[src/rtl/neopixel_rx.sv]
// WS2812-style single-wire receiver: classifies high pulses by width into bits,
// assembles LSB-first 24-bit colour words and addresses them within a frame.
module neopixel_rx #(
    parameter int NUM_LEDS     = 16,
    parameter int MIN_HIGH     = 4,
    parameter int THRESH       = 15,
    parameter int MAX_HIGH     = 40,
    parameter int RESET_CYCLES = 1250
) (
    input  logic        clk,
    input  logic        rst_n,
    input  logic        din,
    output logic [23:0] color,
    output logic [15:0] address,
    output logic        color_valid,
    output logic        frame_done,
    output logic        error,
    output logic        overflow,
    output logic        busy
);
    localparam int LOW_W  = $clog2(RESET_CYCLES + 1);
    localparam int HIGH_W = $clog2(MAX_HIGH + 2);

    localparam logic [LOW_W-1:0]  GAP_LAST = LOW_W'(RESET_CYCLES - 1);
    localparam logic [LOW_W-1:0]  GAP_SAT  = LOW_W'(RESET_CYCLES);
    localparam logic [HIGH_W-1:0] MIN_H    = HIGH_W'(MIN_HIGH);
    localparam logic [HIGH_W-1:0] THRESH_H = HIGH_W'(THRESH);
    localparam logic [HIGH_W-1:0] MAX_H    = HIGH_W'(MAX_HIGH);
    localparam logic [16:0]       LEDS_W   = 17'(NUM_LEDS);

    typedef enum logic [1:0] {S_SYNC, S_LOW, S_HIGH} state_t;

    state_t              state;
    logic                din_p0;
    logic                s;
    logic                s_prev;
    logic [LOW_W-1:0]    low_cnt;
    logic [HIGH_W-1:0]   high_cnt;
    logic [23:0]         shift;
    logic [4:0]          bit_idx;
    logic [15:0]         word_idx;
    logic                got_bit;
    logic                gap_seen;
    logic                rise;
    logic                fall;
    logic                bit_val;

    function automatic logic decode_bit(input logic [HIGH_W-1:0] width);
        return width >= THRESH_H;
    endfunction

    function automatic logic [15:0] sat_inc16(input logic [15:0] v);
        return (v == 16'hFFFF) ? v : v + 16'd1;
    endfunction

    assign rise    = s & ~s_prev;
    assign fall    = ~s & s_prev;
    assign bit_val = decode_bit(high_cnt);

    always_ff @(posedge clk) begin
        if (!rst_n) begin
            din_p0      <= 1'b0;
            s           <= 1'b0;
            s_prev      <= 1'b0;
            state       <= S_SYNC;
            low_cnt     <= '0;
            high_cnt    <= '0;
            shift       <= '0;
            bit_idx     <= '0;
            word_idx    <= '0;
            got_bit     <= 1'b0;
            gap_seen    <= 1'b0;
            color       <= '0;
            address     <= '0;
            color_valid <= 1'b0;
            frame_done  <= 1'b0;
            error       <= 1'b0;
            overflow    <= 1'b0;
            busy        <= 1'b0;
        end else begin
            // synchroniser stage boundary: din -> din_p0 -> s -> s_prev
            din_p0      <= din;
            s           <= din_p0;
            s_prev      <= s;
            color_valid <= 1'b0;
            frame_done  <= 1'b0;
            error       <= 1'b0;

            case (state)
                S_SYNC: begin
                    if (s) begin
                        low_cnt <= '0;
                    end else if (low_cnt == GAP_LAST) begin
                        low_cnt  <= GAP_SAT;
                        state    <= S_LOW;
                        busy     <= 1'b0;
                        word_idx <= '0;
                        bit_idx  <= '0;
                        got_bit  <= 1'b0;
                        gap_seen <= 1'b1;
                    end else begin
                        low_cnt <= low_cnt + LOW_W'(1);
                    end
                end

                S_LOW: begin
                    if (rise) begin
                        state    <= S_HIGH;
                        high_cnt <= HIGH_W'(1);
                        busy     <= 1'b1;
                        low_cnt  <= '0;
                        if (gap_seen) begin
                            overflow <= 1'b0;
                            gap_seen <= 1'b0;
                        end
                    end else if (low_cnt == GAP_LAST) begin
                        // end of frame: a partial word at the gap is an error
                        low_cnt    <= GAP_SAT;
                        error      <= (bit_idx != 5'd0);
                        frame_done <= got_bit;
                        busy       <= 1'b0;
                        word_idx   <= '0;
                        bit_idx    <= '0;
                        got_bit    <= 1'b0;
                        gap_seen   <= 1'b1;
                    end else if (low_cnt != GAP_SAT) begin
                        low_cnt <= low_cnt + LOW_W'(1);
                    end
                end

                S_HIGH: begin
                    if (fall) begin
                        state <= S_LOW;
                        if (high_cnt >= MIN_H) begin
                            got_bit         <= 1'b1;
                            shift[bit_idx]  <= bit_val;
                            if (bit_idx == 5'd23) begin
                                bit_idx  <= '0;
                                word_idx <= sat_inc16(word_idx);
                                if ({1'b0, word_idx} < LEDS_W) begin
                                    color       <= {bit_val, shift[22:0]};
                                    address     <= word_idx;
                                    color_valid <= 1'b1;
                                end else begin
                                    overflow <= 1'b1;
                                end
                            end else begin
                                bit_idx <= bit_idx + 5'd1;
                            end
                        end
                    end else if (high_cnt >= MAX_H) begin
                        // stuck-high line: resynchronise on the next reset gap
                        error   <= 1'b1;
                        state   <= S_SYNC;
                        bit_idx <= '0;
                        low_cnt <= '0;
                    end else begin
                        high_cnt <= high_cnt + HIGH_W'(1);
                    end
                end

                default: state <= S_SYNC;
            endcase
        end
    end
endmodule
[config.mk]
export PLATFORM = sky130hd
export DESIGN_NAME = neopixel_rx
export DESIGN_NICKNAME = d
export VERILOG_FILES = /design/src/rtl/neopixel_rx.sv
export SDC_FILE = /design/constraint.sdc
export NUM_CORES = 1
export LEC_CHECK = 0
export ABC_AREA = 1
export CORE_MARGIN = 4
export CORE_UTILIZATION = 30
export CTS_BUF_LIST = sky130_fd_sc_hd__clkbuf_4 sky130_fd_sc_hd__clkbuf_8
export CTS_CLUSTER_DIAMETER = 100
export DETAILED_ROUTE_END_ITERATION = 6
export PLACE_DENSITY = 0.48
export SLEW_MARGIN = 20
export SYNTH_ARGS = -nofsm -noshare
export SYNTH_HDL_FRONTEND = slang
export SYNTH_SLANG_ARGS = --single-unit
[constraint.sdc]
create_clock -name clk -period 2.1 [get_ports clk]
set_input_delay 0.63 -clock clk [delete_from_list [all_inputs] [get_ports clk]]
set_output_delay 0.63 -clock clk [all_outputs]
set_load 0.01 [all_outputs]
After elaboration in Yosys (flattened, before gate mapping)
Cells that the tools add are included.
{"block": "word_totals", "input_bits": 3, "latch_bits": 0, "register_bits": 114, "output_inout_bits": 45, "mem_bits_ro": 0, "mem_count": 0, "ram_bits": 0}
{"block": "classes", "n_reduce_logical": 18, "mul": 0, "order_cmp": 6, "eq_ne": 22, "muxes": 64, "shifts": 0, "add_sub_neg": 4, "bitwise_logic": 7, "div": 0}
{"op": "16-bit 2-to-1 mux", "n": 7}
{"op": "11-bit 2-to-1 mux", "n": 7}
{"op": "16-bit one-hot mux with 3 select lines", "n": 1}
{"op": "5-bit 2-to-1 mux", "n": 7}
{"op": "11-bit one-hot mux with 3 select lines", "n": 1}
{"op": "2-bit != test (second input constant)", "n": 13}
{"op": "24-bit bitwise mux", "n": 1}
{"op": "1-bit 2-to-1 mux", "n": 23}
{"op": "5-bit AND reduction", "n": 4}
{"op": "6-bit 2-to-1 mux", "n": 3}
{"op": "16-bit by 1-bit adder with 16-bit output (second input constant)", "n": 1}
{"op": "16-bit equality test (second input constant)", "n": 1}
{"op": "16-bit by 5-bit < comparator with 1-bit output (second input constant)", "n": 1}
{"op": "5-bit one-hot mux with 3 select lines", "n": 1}
{"op": "7-bit AND reduction", "n": 2}
{"op": "6-bit one-hot mux with 2 select lines", "n": 1}
{"op": "4-bit AND reduction", "n": 3}
{"op": "11-bit by 1-bit adder with 11-bit output (second input constant)", "n": 1}
{"op": "11-bit equality test (second input constant)", "n": 1}
{"op": "11-bit != test (second input constant)", "n": 1}
{"op": "2-bit 2-to-1 mux", "n": 5}
{"op": "1-bit one-hot mux with 2 select lines", "n": 4}
{"op": "6-bit by 1-bit adder with 6-bit output (second input constant)", "n": 1}
{"op": "6-bit by 3-bit >= comparator with 1-bit output (second input constant)", "n": 1}
{"op": "other kinds (23)", "n": 30}

Depth between registers and ports, before layout
{"block": "depth", "word_depth": 6, "mapped_depth": 13}

Worst setup path after synthesis
Ideal clock, no wire load.
{"block": "synth_path", "path_kind": "in2reg", "from": "input port rst_n", "to": "register word_idx[0]", "setup_ns": 0.143, "n_path_buf": 3, "setup_slack_ns": 0.354, "arrival_ns": 1.604, "cell_stages": 5, "cell_sequence": "clkbuf_1 > inv_1 > clkbuf_1 > clkbuf_1 > a21oi_1"}
{"item": "start: declaration", "line": "11", "rtl": "input logic rst_n,"}
{"item": "end signal: assignment", "line": "139", "rtl": "word_idx <= sat_inc16(word_idx);"}
{"item": "end: declaration", "line": "41", "rtl": "logic [15:0] word_idx;"}
No word-level cell between the ends.

Worst setup path in the final report
{"block": "layout_path", "from": "register overflow", "to": "output port overflow"}
{"item": "start: declaration", "line": "18", "rtl": "output logic overflow,"}
{"item": "start signal: assignment", "line": "78", "rtl": "overflow <= 1'b0;"}
{"item": "start signal: assignment", "line": "113", "rtl": "overflow <= 1'b0;"}
{"item": "start signal: assignment", "line": "145", "rtl": "overflow <= 1'b1;"}
No word-level cell between the ends.

==> run metrics <==
# rows 48; part of the Yosys area used for sequential elements 0.424; dpl cell area 6090 um^2; Pre-antenna DRT Iters 4; power share of the clock group 0.460; global-route wire length before repair 21800 um; drt via density 4.53; CP max stage delay 570 ps; dpl ws 40.8 ps; die height 141 um; cts bufs inserted 17; largest net degree at the start of global routing 69; Worst Slack Setup Final 98.4 ps; area grow syn2layout 22.4%; Logic pwr share 0.053; vias in the first global route 4491; yosys warns 0; DRC Markers 0; switching power 1.13 mW; WP data required 1470 ps; CTS tree yes; Lkg Pwr 2.54 nW; post-route cell area 6530 um^2; IO Count 48; crit path launch type flip-flop; layout cells sized above 1 0.119; total gr overflow 0; utilization after layout 0.376; Initial Util 0.308; largest fanout on the critical path 3; Worst-Skew Late Latency 440 ps; Vias 4762; Max clock buf depth 2; measured slew at the worst slew-check pin 523 ps; Crit-path slowest cell clkdlybuf4s50_1; Min-Delay Path Class reg2reg; Worst slew margin 0.648; DIE AREA 20000 um^2; Antenna Nets Post-Route 0; #FFs+latches synth 113; hold_ws 428 ps; Setup CP Type reg2out; # clock sinks 113; final setup violation count 0; IO buf count 47; Buf+Inv Stages, Crit Path 1; Setup TNS 0 ps; final worst path period need 2000 ps; WL/cell 12.3 um; worst path cell trace clkdlybuf4s50_1; Worst Skew 9.83 ps; internal cell power 3.35 mW; critical path arrival 1370 ps; initial antenna violation count 0; Net Sw Frac 0.252; Synthesized Nets 774; drt total wl 13000 um; Core Footprint 17400 um^2; Mapped Area 5340 um^2; endpoints failing hold 0; die width 141 um; Filler cells 1813; fin crit share 0.953; Max-Cap Viols 0; max frequency 500 MHz; Worst VDD drop 0.000339 V; status finished, final reports clean; Slew Limit Fails 0; root buffer cell clkbuf_8; Cell Pwr Density 686 nW/um^2; antenna cells 0; CP endpoint kind output port; global placement routability congestion 0.808; H-tree depth 4; post-synthesis cell type count 37; average cell area after synthesis 7.06 um^2; Tot GR Track Use 0.135; Post-Syn Instances 756; DR iter-0 viols 254; Worst-path clk slew 70 ps; Worst path top cell family by delay buffers and inverters; placed wire-length estimate 9150 um; sequential share of power 0.487; final-stage net count 833
==> metrics by stage <==
step / power (mW) / instances
6_report: 4.48 / 1052
5_1_grt: 4.70 / 1052
3_5_place_dp: 2.46 / 1019
4_1_cts: 4.56 / 1050
3_3_place_gp: 2.46 / 1019
2_1_floorplan: 2.40 / 756
==> synthesized netlist by cell type, drive strengths merged <==
master | number | area [um^2]
a211oi | 1 | 7.51
a21oi | 59 | 333
a31oi | 4 | 25.0
and3 | 2 | 12.5
buf | 11 | 86.3
clkbuf | 15 | 57.6
clkinv | 2 | 8.75
dfxtp | 113 | 2260
ha | 15 | 188
inv | 78 | 293
nand2 | 151 | 622
nand3 | 44 | 230
nand3b | 2 | 15.0
nand4 | 11 | 68.8
nor2 | 159 | 636
nor3 | 12 | 60.1
nor3b | 1 | 7.51
nor4 | 2 | 12.5
o21ai | 62 | 310
o32ai | 1 | 8.76
or2 | 1 | 6.26
xnor2 | 3 | 26.3
xor2 | 7 | 61.3
==> worst reg2reg max path: stages (launching register included) <==
cell and delay, ps:
dfxtp_1 390, inv_1 110, ha_1 280, buf_4 180, nand2_1 80, nand2_1 90, nor2_1 180, nand2_4 100
nor2_8 130, buf_12 150, nand2_1 60, o21ai_0 60, nor2_1 50
==> layout by cell type, fill, tap and decap left out, types with 2 or more instances in the layout <==
cell / count
and3_1: 2
dfxtp_1: 112
xnor2_1: 3
o21ai_0: 61
a21oi_2: 10
nor4_1: 2
nor2_1: 150
buf_4: 16
nand2_4: 3
nor2_2: 6
nand3_2: 2
nor2_4: 2
clkdlybuf4s50_1: 46
ha_1: 15
inv_6: 3
nand2_2: 16
clkinv_2: 3
nor3_1: 12
buf_12: 3
nand3_1: 42
nand4_1: 11
bufinv_16: 2
clkbuf_8: 19
a21oi_1: 49
inv_2: 4
a31oi_1: 4
inv_1: 74
nand2_1: 132
clkinvlp_4: 3
xor2_1: 7
nand3b_1: 2
==> power by group through the flow <==
stage	Combinational [mW]	Sequential, mW	Clock, mW
floorplan	0.173	2.22	0
global placement	0.228	2.23	0
detailed placement	0.231	2.23	0
CTS	0.234	2.18	2.15
global route	0.270	2.18	2.24
finish	0.237	2.18	2.06
==> metal layers <==
layer,up-vias,track usage,part of all wire
met5,-,0,0
met4,0,0.0561,0.019
met3,16,0.0324,0.034
met2,72,0.208,0.46
met1,2137,0.180,0.49
li1,2537,-,-
==> final cells by class <==
class | count | area, um^2 | area share
inverter | 80 | 303 | 0.0464
clock inverter | 12 | 133 | 0.0203
tap | 225 | 282 | 0.0431
clock buffer | 19 | 262 | 0.0400
timing repair buffer | 66 | 646 | 0.0988
sequential | 113 | 2260 | 0.346
multi-input combinational | 537 | 2650 | 0.405
==> sequential cells by signal (all words and copies together), names as in the netlist, 2 cells and up <==
register,flops
address,16
color,24
bit_idx,5
low_cnt,11
state,2
shift,23
word_idx,16
high_cnt,6
==> logic make-up after synthesis <==
group,synth area share
and+or+nand+nor,0.313
AOI/OAI and AO/OA,0.128
DFF,0.424
buffers and inverters,0.0834
adders and majority gates,0.0352
xor gates and xnor gates,0.0164
==> what timing repair did <==
item,CTS,global route
gates resized for setup,0,6
setup endpoints to repair,0,35
hold buffers,0,0
buffers inserted,0,2
==> path summary, 6_finish.rpt <==
check / from / endpoint / slack [ps] / depth (start not counted)
worst max register to register: state[0]$_SDFFE_PN0P_ / word_idx[1]$_SDFFE_PN0P_ / 150 / 12
worst max-delay path: overflow$_SDFFE_PN0P_ / overflow / 100 / 1
worst min register to register: din_p0$_SDFF_PN0_ / s$_SDFF_PN0_ / 430 / 2
worst min-delay path: din_p0$_SDFF_PN0_ / s$_SDFF_PN0_ / 430 / 2
Power figures use the tool's default switching activity.
